==> config.mk <==
export PLATFORM = sky130hd
export DESIGN_NAME = sobel_line_ctrl_flat
export DESIGN_NICKNAME = d
export VERILOG_FILES = /design/src/rtl/sobel_line_ctrl_if.sv /design/src/rtl/sobel_line_ctrl.sv /design/src/flat_wrapper.sv
export SDC_FILE = /design/constraint.sdc
export NUM_CORES = 1
export LEC_CHECK = 0
export ABC_CLOCK_PERIOD_IN_PS = 2500
export CAP_MARGIN = 20
export CORE_MARGIN = 1
export CORE_UTILIZATION = 50
export DETAILED_ROUTE_END_ITERATION = 6
export PLACE_DENSITY = 0.76
export SLEW_MARGIN = 20
export SYNTH_ARGS = -nofsm -noshare
export SYNTH_HDL_FRONTEND = slang
export SYNTH_SLANG_ARGS = --single-unit
==> constraint.sdc <==
create_clock -name clk -period 2.5 [get_ports clk]
set_clock_uncertainty 0.05 [all_clocks]
set_input_delay 0.5 -clock clk [delete_from_list [all_inputs] [get_ports clk]]
set_output_delay 0.5 -clock clk [all_outputs]
set_load 0.02 [all_outputs]
==> src/rtl/sobel_line_ctrl_if.sv <==
// Pixel-stream / sequencer-output bundle between the capture front end and
// the Sobel line controller.
interface sobel_line_ctrl_if #(
  parameter int COL_W = 13,
  parameter int ROW_W = 10
);
  logic             sof;
  logic             pix_valid;
  logic [COL_W-1:0] col;
  logic             buff_en;
  logic             shift_en;
  logic [ROW_W-1:0] row;
  logic             out_valid;
  logic             mask;
  logic             frame_done;
  logic             ovf;

  modport master (
    output sof, pix_valid,
    input  col, buff_en, shift_en, row, out_valid, mask, frame_done, ovf
  );

  modport slave (
    input  sof, pix_valid,
    output col, buff_en, shift_en, row, out_valid, mask, frame_done, ovf
  );
endinterface

==> src/rtl/sobel_line_ctrl.sv <==
// Column/row sequencer for the 3-line Sobel window datapath.
// Optional SOBEL_BORDER_MASK_EN: flags border-column outputs in mask.
module sobel_line_ctrl #(
  parameter int H_ACTIVE = 640,
  parameter int V_ACTIVE = 480,
  parameter int COL_W    = 13,
  parameter int ROW_W    = 10
) (
  input  logic              clk,
  input  logic              rst_n,
  sobel_line_ctrl_if.slave  bus
);

  localparam logic [COL_W-1:0] COL_LAST = COL_W'(H_ACTIVE - 1);
  localparam logic [ROW_W-1:0] ROW_MAX  = ROW_W'(V_ACTIVE);

  typedef enum logic [1:0] {
    IDLE,
    LINE,
    SHIFT
  } state_e;

  state_e           state_q;
  logic [COL_W-1:0] col_q;
  logic [ROW_W-1:0] row_q;
  logic [1:0]       fill_q;
  logic             shift_en_q;
  logic             frame_done_q;
  logic             ovf_q;

  logic             accept;
  logic             out_valid;
  logic [COL_W-1:0] col_cur;
  logic [ROW_W-1:0] row_base;
  logic [ROW_W-1:0] row_d;
  logic [1:0]       fill_base;
  logic [1:0]       fill_d;

  // sof restarts the frame in the same cycle, so the pixel it carries is
  // sequenced against cleared counters rather than the stale ones.
  // NOTE: every always_comb output gets a default first so no latch is inferred.
  always_comb begin
    accept    = bus.pix_valid & (bus.sof | (state_q == LINE));
    col_cur   = bus.sof ? '0 : col_q;
    row_base  = bus.sof ? '0 : row_q;
    fill_base = bus.sof ? '0 : fill_q;
    row_d     = (row_base == ROW_MAX) ? row_base : row_base + 1'b1;
    fill_d    = (fill_base == 2'd3) ? fill_base : fill_base + 2'd1;
    out_valid = accept & ~bus.sof & (fill_q == 2'd3);
  end

  // NOTE: sequential state uses non-blocking assignments only; a later
  // assignment in the same block overrides an earlier one for this edge.
  always_ff @(posedge clk or negedge rst_n) begin
    if (!rst_n) begin
      state_q      <= IDLE;
      col_q        <= '0;
      row_q        <= '0;
      fill_q       <= '0;
      shift_en_q   <= 1'b0;
      frame_done_q <= 1'b0;
      ovf_q        <= 1'b0;
    end else begin
      shift_en_q   <= 1'b0;
      frame_done_q <= 1'b0;
      if (bus.sof || (state_q == LINE)) begin
        if (bus.sof) begin
          state_q <= LINE;
          col_q   <= '0;
          row_q   <= '0;
          fill_q  <= '0;
          ovf_q   <= 1'b0;
        end
        if (accept) begin
          if (col_cur == COL_LAST) begin
            // Row and fill advance on entry so the SHIFT cycle already
            // presents the new row alongside shift_en/frame_done.
            col_q        <= '0;
            state_q      <= SHIFT;
            shift_en_q   <= 1'b1;
            row_q        <= row_d;
            fill_q       <= fill_d;
            frame_done_q <= (row_d == ROW_MAX);
          end else begin
            col_q <= col_cur + 1'b1;
          end
        end
      end else if (state_q == SHIFT) begin
        if (bus.pix_valid) ovf_q <= 1'b1;
        state_q <= frame_done_q ? IDLE : LINE;
      end
    end
  end

  assign bus.col        = col_q;
  assign bus.buff_en    = accept;
  assign bus.shift_en   = shift_en_q;
  assign bus.row        = row_q;
  assign bus.out_valid  = out_valid;
  assign bus.frame_done = frame_done_q;
  assign bus.ovf        = ovf_q;

`ifdef SOBEL_BORDER_MASK_EN
  assign bus.mask = out_valid & ((col_q == '0) | (col_q == COL_LAST));
`else
  assign bus.mask = 1'b0;
`endif

endmodule

==> src/flat_wrapper.sv <==
// flat-port wrapper written by rule: the top's interface ports become plain ports
module sobel_line_ctrl_flat 
#(
  parameter int H_ACTIVE = 640,
  parameter int V_ACTIVE = 480,
  parameter int COL_W    = 13,
  parameter int ROW_W    = 10
)
  (clk, rst_n, bus_sof, bus_pix_valid, bus_col, bus_buff_en, bus_shift_en, bus_row, bus_out_valid, bus_mask, bus_frame_done, bus_ovf);
  sobel_line_ctrl_if #(.COL_W(COL_W), .ROW_W(ROW_W)) bus_i ();
  input  logic clk;
  input  logic rst_n;
  input wire logic [$bits(bus_i.sof)-1:0] bus_sof;
  input wire logic [$bits(bus_i.pix_valid)-1:0] bus_pix_valid;
  output wire logic [$bits(bus_i.col)-1:0] bus_col;
  output wire logic [$bits(bus_i.buff_en)-1:0] bus_buff_en;
  output wire logic [$bits(bus_i.shift_en)-1:0] bus_shift_en;
  output wire logic [$bits(bus_i.row)-1:0] bus_row;
  output wire logic [$bits(bus_i.out_valid)-1:0] bus_out_valid;
  output wire logic [$bits(bus_i.mask)-1:0] bus_mask;
  output wire logic [$bits(bus_i.frame_done)-1:0] bus_frame_done;
  output wire logic [$bits(bus_i.ovf)-1:0] bus_ovf;
  assign bus_i.sof = bus_sof;
  assign bus_i.pix_valid = bus_pix_valid;
  assign bus_col = bus_i.col;
  assign bus_buff_en = bus_i.buff_en;
  assign bus_shift_en = bus_i.shift_en;
  assign bus_row = bus_i.row;
  assign bus_out_valid = bus_i.out_valid;
  assign bus_mask = bus_i.mask;
  assign bus_frame_done = bus_i.frame_done;
  assign bus_ovf = bus_i.ovf;
  sobel_line_ctrl #(.H_ACTIVE(H_ACTIVE), .V_ACTIVE(V_ACTIVE), .COL_W(COL_W), .ROW_W(ROW_W)) u_core (.clk(clk), .rst_n(rst_n), .bus(bus_i));
endmodule
==> impl_metrics.yaml <==
grt:
  grt_pass1_wl_um: 7320
  overflow: 0
  first_global_vias: 1540
  grtUsageTotal: 0.2742
  antenna_found_initial: 0
  grt_max_degree: 31
cells_and_area:
  multi_input_area_um2: 879.6
  drive_above_1_share: 0.1991
  diodes: 0
  syn2layout_area_growth_pct: 32.99
  final_common_cell: "dfrtp_1"
  final_cell_mix: "dfrtp_1 (30), clkdlybuf4s50_1 (28), buf_4 (24)"
  fillers: 277
  ff_latch_area_um2: 750.7
  nets: 235
  fin_cells: 275
  final_util: 0.7230
floorplan:
  rows: 20
  io_pins: 33
  die_x_um: 60.55
  start_util: 0.5437
  die-area_um2: 3666
  fp.dieH_um: 60.55
  core-area_um2: 3153
logic_synthesis:
  synth_warnings: 0
  netlist_instances: 180
  synth_flop_cell: "dfrtp_1"
  synth_edf_count: 0
  synth_cell_type_count: 52
  syn_area_per_cell_um2: 9.523
  synthesis.area_um2: 1714
  synth-async-reset-ratio: 1.000
  seq_area_frac_synth: 0.4380
  ys_seq_elements: 30
  synth.net_count: 185
clocking:
  cts_tree: "yes"
  path_clk_slew_ns: 0.10
  ctsRootBufferMaster: "clkbuf_4"
  cts_max_level: 2
  insertion_delay_ns: 0.34
  cts_buffers: 5
  clk_path_buf_depth: 2
  clock_sinks: 30
  postCtsHoldBufs: 0
worst_setup_path:
  r2r_cells: 4
  cpPeakStageDelay_ns: 0.54
  crit_type: "primary input to output port"
  cp_top_family: "buffers and inverters"
  crit_slowest_cell: "clkdlybuf4s50_1"
  path_max_fanout: 2
  cp.required_ns: 1.95
  cp_num_buf_inv: 2
  cp_cell_sequence: "clkdlybuf4s50_1, a21boi_0, and4_1, dlygate4sd2_1"
  cp_num_cells: 4
  cp.arrival_ns: 1.89
  crit_path_start_kind: "primary input"
  endpoint_kind: "output port"
flow_run:
  maxCapViolCount: 0
route:
  routed_wl_um: 4753
  drc_errors: 0
  vias: 1691
  first_iter_violations: 96
  antenna_left: 0
  first_pass_iters: 5
  via_per_inst: 6.149
  wl_per_cell_um: 17.28
pwr:
  seqPwrFrac: 0.522
  clockPowerShare: 0.406
  p_sw_frac: 0.2341
  ir_drop_mv: 0.2975
  p_per_area_nw_per_um2: 414.0
  p_comb_frac: 0.071
  p_sw_mw: 0.2210
  p_leak_nw: 0.9642
  internal_power_mw: 0.7228
placement:
  port_buffers: 31
  post-place-cells: 264
  dp_hpwl_um: 3165
  routabilityCongestion: 0.9106
sta:
  hold_violations: 0
  final-setup-viol-count: 0
  rsz0062_at_grt: "no"
  whs_ns: 0.4624
  fmax_ghz: 0.4097
  min_period_ns: 2.441
  timing.final.crit_share: 0.9764
  slew_viol_final: 0
  setup_tns_ns: 0
worst_hold_path:
  hp-class: "register to register"
  hold_depth: 2
status:
  status: "finished clean"
[tightest hold or removal path, stage by stage, from the launching register on]
cell and delay [ns]:
dfrtp_1 0.36, a31oi_1 0.04, nor2_1 0.08
[what timing repair did]
action	4_1_cts	5_1_grt
setup endpoints to repair	2	9
gates resized for setup	2	4
buffers inserted	0	2
pin swaps	0	2
gates cloned	0	1
[Yosys cell counts (all sizes together), types with 4 or more instances]
library cell	n	area (um^2)
a21oi	9	45.04
nor2b	5	31.28
o21ai	4	20.02
or4	10	80.08
clkbuf	10	57.56
inv	7	26.28
nand3	5	25.02
nand2	12	45.04
nand4	7	43.79
dfrtp	30	750.7
nor2	9	33.78
nor3	4	20.02
o31ai	10	75.07
o211ai	4	30.03
and3	6	37.54
[worst paths after layout]
path                                    from                 to  slack [ns]
hold / removal                u_core.bus.ovf     u_core.bus.ovf        0.46
setup / recovery               bus_pix_valid      bus_out_valid        0.06
min in group asynchronous              rst_n     u_core.bus.ovf        0.49
max in group asynchronous              rst_n  u_core.bus.row[0]        1.62
setup reg to reg           u_core.bus.col[7]  u_core.bus.row[6]        0.20
hold reg to reg               u_core.bus.ovf     u_core.bus.ovf        0.46
[sequential cells by signal (all words and copies together) (netlist names)]
signal / count
u_core.fill_q: 2
u_core.bus.row: 10
u_core.state_q: 2
u_core.bus.shift_en: 1
u_core.bus.ovf: 1
u_core.bus.frame_done: 1
u_core.bus.col: 13
[metrics by stage]
stage / total power, mW / instance area [um^2] / setup slack (ns)
3_3_place_gp: 0.5667 / 2165 / -0.1892
4_1_cts: 0.9461 / 2240 / 0.06247
2_1_floorplan: 0.5304 / 1718 / 0.05150
3_5_place_dp: 0.5675 / 2165 / -0.2690
6_report: 0.9438 / 2280 / 0.05898
5_1_grt: 0.9742 / 2280 / 0.04680
[layer usage]
| metal | global-route usage | wire, um |
|---|---|---|
| met1 | 0.3867 | 2081 |
| met2 | 0.4160 | 2205 |
| met3 | 0.04904 | 394 |
| met4 | 0.1169 | 72 |
| met5 | 0 | 0 |
[kinds of logic after synthesis]
kind of cell / Yosys count / share of synthesized area
AND/OR/NAND/NOR: 76 / 0.2584
adder cells (fa/ha/maj): 1 / 0.007298
buffers and inverters: 20 / 0.06424
AO/OA/AOI/OAI: 47 / 0.2044
other: 1 / 0.002188
XOR/XNOR: 5 / 0.02555
flip-flops: 30 / 0.4380
[power by group through the flow]
stage                     clock network [mW]  registers [mW]  logic, mW
final                                  0.384           0.493     0.0672
after global routing                   0.408           0.494     0.0729
after CTS                              0.388           0.492     0.0660
after detailed placement                   0           0.501     0.0661
after global placement                     0           0.501     0.0656
after floorplan                            0           0.505     0.0249
[final cells by class]
cell class	count	area share
inverters	7	0.01153
clock inverters	3	0.01756
multi-input cells	131	0.3858
repair buffers	55	0.2151
clock buffers	5	0.01647
well taps	44	0.02415
flip-flops and latches	30	0.3293
Note: power is estimated with default switching activity, not from simulation.
